File: config.mk
export PLATFORM = sky130hd
export DESIGN_NAME = dcache_controller
export DESIGN_NICKNAME = d
export VERILOG_FILES = /design/src/rtl/dcache_pkg.sv /design/src/rtl/dcache_sram.sv /design/src/rtl/dcache_controller.sv
export SDC_FILE = /design/constraint.sdc
export NUM_CORES = 2
export LEC_CHECK = 0
export ABC_AREA = 0
export CORE_MARGIN = 10
export CORE_UTILIZATION = 45
export DETAILED_ROUTE_END_ITERATION = 12
export PLACE_DENSITY = 0.72
export REMOVE_ABC_BUFFERS = 1
export SYNTH_ARGS = -nofsm -noshare
export SYNTH_HDL_FRONTEND = slang
export SYNTH_MEMORY_MAX_BITS = 65536
export SYNTH_SLANG_ARGS = --single-unit
File: constraint.sdc
create_clock -name clk_i -period 6.8 [get_ports clk_i]
set_input_delay 1.36 -clock clk_i [delete_from_list [all_inputs] [get_ports clk_i]]
set_output_delay 1.36 -clock clk_i [all_outputs]
set_load 0.005 [all_outputs]
File: src/rtl/dcache_pkg.sv
// Shared definitions for the L1 data cache: address field widths, FSM state
// encoding and the helper that rebuilds a line-aligned memory address.
package dcache_pkg;

  localparam int unsigned TAG_W      = 23;
  localparam int unsigned INDEX_W    = 4;
  localparam int unsigned OFFSET_W   = 5;
  localparam int unsigned WORD_SEL_W = 3;
  localparam int unsigned INDEX_LSB  = OFFSET_W;
  localparam int unsigned TAG_LSB    = OFFSET_W + INDEX_W;
  localparam int unsigned WORD_LSB   = 2;

  typedef enum logic [2:0] {
    StIdle,
    StMiss,
    StWriteback,
    StAllocate,
    StRefillDone
  } state_e;

  // Line-aligned byte address: offset bits are always zero.
  function automatic logic [31:0] line_addr(input logic [TAG_W-1:0]   tag,
                                            input logic [INDEX_W-1:0] index);
    return {tag, index, {OFFSET_W{1'b0}}};
  endfunction

endpackage

File: src/rtl/dcache_sram.sv
// Storage for the direct-mapped data cache: valid/dirty bits, tags and line data.
// Ports:
//   clk_i, rst_i     clock; synchronous active-high reset (clears valid and dirty only)
//   index_i          line selected for both the read and the write port
//   valid_o .. line_o combinational read of the selected line
//   fill_*           full-line write: loads tag and data, valid=1, dirty=0
//   word_*           single-word write into the selected line, sets dirty
module dcache_sram
  import dcache_pkg::*;
#(
  parameter int unsigned NUM_LINES = 16,
  parameter int unsigned LINE_W    = 256
) (
  input  logic                  clk_i,
  input  logic                  rst_i,
  input  logic [INDEX_W-1:0]    index_i,
  output logic                  valid_o,
  output logic                  dirty_o,
  output logic [TAG_W-1:0]      tag_o,
  output logic [LINE_W-1:0]     line_o,
  input  logic                  fill_en_i,
  input  logic [TAG_W-1:0]      fill_tag_i,
  input  logic [LINE_W-1:0]     fill_line_i,
  input  logic                  word_en_i,
  input  logic [WORD_SEL_W-1:0] word_sel_i,
  input  logic [31:0]           word_data_i
);

  logic [NUM_LINES-1:0] valid_q;
  logic [NUM_LINES-1:0] dirty_q;
  logic [TAG_W-1:0]     tag_q  [NUM_LINES];
  logic [LINE_W-1:0]    data_q [NUM_LINES];

  assign valid_o = valid_q[index_i];
  assign dirty_o = dirty_q[index_i];
  assign tag_o   = tag_q[index_i];
  assign line_o  = data_q[index_i];

  always_ff @(posedge clk_i) begin
    if (rst_i) begin
      valid_q <= '0;
      dirty_q <= '0;
    end else if (fill_en_i) begin
      valid_q[index_i] <= 1'b1;
      dirty_q[index_i] <= 1'b0;
    end else if (word_en_i) begin
      dirty_q[index_i] <= 1'b1;
    end
  end

  // Tag and data arrays carry no reset; valid gates their use.
  always_ff @(posedge clk_i) begin
    if (fill_en_i) begin
      tag_q[index_i]  <= fill_tag_i;
      data_q[index_i] <= fill_line_i;
    end else if (word_en_i) begin
      data_q[index_i][{word_sel_i, 5'b0} +: 32] <= word_data_i;
    end
  end

endmodule

File: src/rtl/dcache_controller.sv
// Direct-mapped, write-back, write-allocate L1 data cache for the MEM stage.
// Misses stall the pipeline while a dirty victim is written back and the line
// is refilled from the 256-bit memory.
// Ports:
//   clk_i, rst_i                  clock; synchronous active-high reset
//   cpu_addr_i, cpu_data_i        MEM-stage byte address and store data
//   cpu_MemRead_i/cpu_MemWrite_i  load / store request (store wins if both)
//   cpu_data_o, cpu_stall_o       load data (hit cycle only), pipeline freeze
//   mem_addr_o, mem_data_o        line-aligned address, write-back line
//   mem_enable_o, mem_write_o     memory request, 1 = write
//   mem_data_i, mem_ack_i         refill line, single-cycle completion pulse
// Build option: define DCACHE_PERF_CNT_EN to add saturating hit_cnt_o/miss_cnt_o.
module dcache_controller
  import dcache_pkg::*;
#(
  parameter int unsigned NUM_LINES = 16,
  parameter int unsigned ADDR_W    = 32,
  parameter int unsigned LINE_W    = 256
) (
  input  logic              clk_i,
  input  logic              rst_i,
  input  logic [ADDR_W-1:0] cpu_addr_i,
  input  logic [31:0]       cpu_data_i,
  input  logic              cpu_MemRead_i,
  input  logic              cpu_MemWrite_i,
  output logic [31:0]       cpu_data_o,
  output logic              cpu_stall_o,
  output logic [ADDR_W-1:0] mem_addr_o,
  output logic [LINE_W-1:0] mem_data_o,
  output logic              mem_enable_o,
  output logic              mem_write_o,
  input  logic [LINE_W-1:0] mem_data_i,
  input  logic              mem_ack_i
`ifdef DCACHE_PERF_CNT_EN
  ,
  output logic [31:0]       hit_cnt_o,
  output logic [31:0]       miss_cnt_o
`endif
);

  state_e state_q, state_d;
  logic   mem_enable_q, mem_write_q;

  logic                  req, hit, idle_hit;
  logic [TAG_W-1:0]      req_tag;
  logic [INDEX_W-1:0]    index;
  logic [WORD_SEL_W-1:0] word_sel;

  logic               line_valid, line_dirty;
  logic [TAG_W-1:0]   line_tag;
  logic [LINE_W-1:0]  line_data;
  logic               fill_en, word_en;

  logic unused_addr;
  assign unused_addr = ^cpu_addr_i[WORD_LSB-1:0];

  assign req      = cpu_MemRead_i | cpu_MemWrite_i;
  assign req_tag  = cpu_addr_i[TAG_LSB +: TAG_W];
  assign index    = cpu_addr_i[INDEX_LSB +: INDEX_W];
  assign word_sel = cpu_addr_i[WORD_LSB +: WORD_SEL_W];

  assign hit      = line_valid && (line_tag == req_tag);
  // Requests are only serviced from IDLE; the post-refill bubble still stalls.
  assign idle_hit = (state_q == StIdle) && hit;

  assign cpu_stall_o = req && !idle_hit;
  assign cpu_data_o  = (idle_hit && cpu_MemRead_i && !cpu_MemWrite_i) ?
                       line_data[{word_sel, 5'b0} +: 32] : 32'h0;

  assign fill_en = (state_q == StAllocate) && mem_ack_i && !rst_i;
  assign word_en = idle_hit && cpu_MemWrite_i && !rst_i;

  dcache_sram #(
    .NUM_LINES (NUM_LINES),
    .LINE_W    (LINE_W)
  ) u_sram (
    .clk_i       (clk_i),
    .rst_i       (rst_i),
    .index_i     (index),
    .valid_o     (line_valid),
    .dirty_o     (line_dirty),
    .tag_o       (line_tag),
    .line_o      (line_data),
    .fill_en_i   (fill_en),
    .fill_tag_i  (req_tag),
    .fill_line_i (mem_data_i),
    .word_en_i   (word_en),
    .word_sel_i  (word_sel),
    .word_data_i (cpu_data_i)
  );

  always_comb begin
    state_d = state_q;
    unique case (state_q)
      StIdle:       if (req && !hit) state_d = StMiss;
      StMiss:       state_d = (line_valid && line_dirty) ? StWriteback : StAllocate;
      StWriteback:  if (mem_ack_i) state_d = StAllocate;
      StAllocate:   if (mem_ack_i) state_d = StRefillDone;
      StRefillDone: state_d = StIdle;
      default:      state_d = StIdle;
    endcase
  end

  always_ff @(posedge clk_i) begin
    if (rst_i) begin
      state_q      <= StIdle;
      mem_enable_q <= 1'b0;
      mem_write_q  <= 1'b0;
    end else begin
      state_q      <= state_d;
      mem_enable_q <= (state_d == StWriteback) || (state_d == StAllocate);
      mem_write_q  <= (state_d == StWriteback);
    end
  end

  assign mem_enable_o = mem_enable_q;
  assign mem_write_o  = mem_write_q;

  // Address and write-back data are stable through a transaction: the CPU holds
  // its request and the victim line is untouched until the refill lands.
  always_comb begin
    mem_addr_o = '0;
    mem_data_o = '0;
    if (state_q == StWriteback) begin
      mem_addr_o = ADDR_W'(line_addr(line_tag, index));
      mem_data_o = line_data;
    end else if (state_q == StAllocate) begin
      mem_addr_o = ADDR_W'(line_addr(req_tag, index));
    end
  end

`ifdef DCACHE_PERF_CNT_EN
  // The cycle after REFILL_DONE re-evaluates an already-counted request.
  logic        reeval_q, count_en;
  logic [31:0] hit_cnt_q, miss_cnt_q;

  assign count_en = (state_q == StIdle) && req && !reeval_q;

  always_ff @(posedge clk_i) begin
    if (rst_i) begin
      reeval_q   <= 1'b0;
      hit_cnt_q  <= '0;
      miss_cnt_q <= '0;
    end else begin
      reeval_q <= (state_q == StRefillDone);
      if (count_en && hit && (hit_cnt_q != 32'hFFFF_FFFF)) begin
        hit_cnt_q <= hit_cnt_q + 32'd1;
      end
      if (count_en && !hit && (miss_cnt_q != 32'hFFFF_FFFF)) begin
        miss_cnt_q <= miss_cnt_q + 32'd1;
      end
    end
  end

  assign hit_cnt_o  = hit_cnt_q;
  assign miss_cnt_o = miss_cnt_q;
`endif

endmodule

==> out/qor.csv <==
stage,metric,value,unit
outcome,status,completed,
floorplanning,die_w,650,um
yosys,synthCells,7727,
routing,postRouteAntennaNets,0,
sta,final-setup-viol-count,0,
power_and_ir_drop,vdd_drop_max,0.232,mV
sta,tns,0,ns
floorplanning,dieArea,423000,um^2
grt,grt_pass1_vias,90600,
yosys,synth_top_family_by_area,multiplexers,
clock_network,cts.sinks,4501,
yosys,ys_warn_count,0,
yosys,yosys.area_share.adder,0.000140,
sta,rsz0062_at_grt,no,
clock_network,clockRootBuffer,clkbuf_16,
sta,worst_pin_slew,1.24,ns
worst_setup_path,path_class,in -> out,
grt,grt_max_degree,167,
grt,grt_pass1_wl,754000,um
yosys,synth_compound_area_frac,0.0133,
final_layout,multiInputGateArea,42900,um^2
clock_network,clkTransAtPathRegs,0.06,ns
hold_path,min_path_type,reg -> reg,
worst_setup_path,crit_arrival,5.34,ns
yosys,synth-seq-area-share,0.754,
worst_setup_path,worstPathRequired,5.44,ns
routing,wl_per_cell,38.1,um
floorplanning,die_h,650,um
place,place_hpwl,347000,um
yosys,yosys_register_bits,4501,
yosys,synth_area_per_cell,23.1,um^2
clock_network,clk_latency,1.01,ns
floorplanning,boundaryPins,648,
yosys,ys.flop_type,edfxtp_1,
yosys,muxShareOfSynthArea,0.200,
clock_network,h-tree-depth,5,
place,place_congestion,0.882,
routing,drt-initial-drc-count,13700,
sta,finalHoldViolCount,0,
clock_network,cts_made_buffers,430,
grt,track_usage,0.255,
routing,first_pass_iters,8,
floorplanning,rows,231,
routing,postRouteWirelength,555000,um
sta,finClkSkew,0.0652,ns
flow_run,maxCapViolCount,0,
clock_network,hold_buffers,0,
floorplanning,core-area,396000,um^2
clock_network,cts_tree,built,
yosys,ys_async_sr_fraction,0,
sta,period_minus_slack,6.70,ns
grt,overflow,0,
power_and_ir_drop,cellLeakagePower,0.0654,uW
worst_setup_path,cp-end-kind,output pin,
place,portBuffers,640,
yosys,synth-edff-count,4464,
final_layout,nets,9150,
grt,antenna_found_initial,116,
power_and_ir_drop,finalPower,59700,uW
yosys,netlist_area,179000,um^2
routing,viasPerCell,6.33,
yosys,synth_cell_types,78,
floorplanning,start_util,0.452,
sta,clock.fmax,149,MHz
sta,slew_violations,0,
final_layout,utilization,0.531,
routing,vias,92200,
sta,timing.hold.ws,0.457,ns
yosys,synthXorXnorAreaFrac,0.000784,
final_layout,area_growth,17.5,%
worst_setup_path,critPathMaxFanout,33,
routing,drc,0,
final_layout,regArea,135000,um^2
final_layout,num-fill-cells,29000,
final_layout,drive_above_1_share,0.329,
sta,relSlewSlack,0.174,
yosys,yosys.area_share.simple,0.0175,
worst_setup_path,critPathLaunchType,input pin,
clock_network,clock_path_buffers,4,
sta,fin_crit_sh,0.985,
power_and_ir_drop,power.density,284,nW/um^2
where the power goes:
group	switching, uW	internal, uW	leakage [uW]
Combinational	3120	2140	0.0182
Sequential	47.3	30600	0.0404
Clock	10300	13500	0.00681
layer usage:
metal	vias up	GRT usage	wire, um
met5	-	0.00515	147
met4	20	0.151	38300
met3	1110	0.0770	71000
met2	7109	0.404	265000
met1	48500	0.312	180000
li1	35400	-	-
Yosys cell counts, types with 5 or more instances:
cell | instances | share of area
nand2_1 | 149 | 0.0031
o221ai_1 | 6 | 0.00029
a31oi_1 | 17 | 0.00059
a22o_1 | 8 | 0.00039
nor2_1 | 63 | 0.0013
nor3_1 | 15 | 0.00042
mux2_4 | 18 | 0.0015
inv_1 | 31 | 0.00065
buf_6 | 31 | 0.0020
xnor2_1 | 11 | 0.00054
and2_1 | 263 | 0.0092
nand2b_1 | 14 | 0.00049
clkbuf_1 | 149 | 0.0031
mux2_2 | 255 | 0.016
nor2b_1 | 13 | 0.00045
edfxtp_1 | 4464 | 0.75
a2111oi_2 | 20 | 0.0017
a2111oi_0 | 13 | 0.00064
a21oi_1 | 128 | 0.0036
o22ai_1 | 18 | 0.00063
xor2_1 | 5 | 0.00024
o21ai_0 | 16 | 0.00045
nor4_1 | 6 | 0.00021
buf_4 | 18 | 0.00076
a22oi_1 | 35 | 0.0015
mux4_2 | 1398 | 0.18
buf_1 | 34 | 0.00071
o31ai_1 | 13 | 0.00055
a21oi_2 | 24 | 0.0012
a221oi_1 | 5 | 0.00024
mux2i_1 | 101 | 0.0057
dfxtp_1 | 37 | 0.0041
nand4_1 | 10 | 0.00035
buf_2 | 255 | 0.0071
nand3_1 | 12 | 0.00034
nand4_4 | 6 | 0.00071
cell type report:
cell class / count / share of cell area
clock buffers: 531 / 0.0537
diodes: 127 / 0.00151
clock inverters: 264 / 0.0126
flip-flops and latches: 4501 / 0.642
well taps: 5242 / 0.0312
multi-input cells: 2705 / 0.204
inverters: 34 / 0.000643
repair buffers: 1151 / 0.0545
stage by stage:
step | area (um^2) | setup WS [ns] | std cells
2_1_floorplan | 176000 | -1.45 | 7240
3_3_place_gp | 196000 | 0.174 | 13600
3_5_place_dp | 196000 | 0.177 | 13600
4_1_cts | 210000 | 0.162 | 14400
5_1_grt | 210000 | 0.00838 | 14500
6_report | 210000 | 0.102 | 14600
worst paths after layout:
kind,endpoint,cells past startpoint,slack [ns],from
worst max-delay path,cpu_data_o[7],13,0.10,cpu_addr_i[5]
worst min-delay path,register,2,0.46,register
worst max register to register,u_sram.data_q[4][204],8,2.06,u_sram.tag_q[7][4]
worst min register to register,register,2,0.46,register
state kept, by name, indices dropped and copies added (netlist names), named ones only:
name / flops
u_sram.data_q: 4096
u_sram.tag_q: 368
u_sram.valid_q: 16
state_q: 3
mem_enable_o: 1
mem_write_o: 1
layout by cell type, fill, tap and decap left out, types with 16 or more instances in the layout:
cell type,count
buf_2,32
nor2_2,17
a22oi_1,35
a2111oi_2,29
clkinv_1,105
a21oi_1,24
nand2_1,146
clkbuf_16,436
mux2i_1,101
dfxtp_1,37
clkbuf_1,93
a21oi_4,129
buf_4,408
and2_1,263
buf_12,107
clkdlybuf4s50_1,601
edfxtp_1,4464
o22ai_1,18
mux2_4,18
o21ai_0,16
mux4_2,1398
mux2_2,255
bufinv_16,46
inv_1,28
diode_2,127
nor2_1,46
a31oi_1,17
clkinv_2,81
critical path: stages:
cell and delay (ns):
buf_16 0.15, nor2_1 0.39, buf_4 0.26, a22oi_1 0.12, a21o_1 0.20, a2111oi_0 0.42, nand4_1 0.31, o2bb2ai_1 0.21
nand4b_1 0.23, buf_12 0.21, a2111oi_2 0.41, buf_4 0.27, clkdlybuf4s50_1 0.54
kinds of logic (layout without fill, tap and decap cells):
| family | count (synthesis) | in the layout |
|---|---|---|
| multiplexers | 1774 | 1774 |
| other | 1 | 132 |
| buffers and inverters | 525 | 1980 |
| AND/OR/NAND/NOR | 573 | 573 |
| adder cells (fa/ha/maj) | 2 | 2 |
| AO/OA/AOI/OAI | 335 | 335 |
| XOR/XNOR | 16 | 16 |
| flip-flops | 4501 | 4501 |
what timing repair did:
action | CTS | global route
endpoints found under the hold margin | 0 | 0
setup endpoints to repair | 0 | 15
gates resized for setup | 0 | 4
buffers inserted | 0 | 2
(Power assumes the default switching activity.)
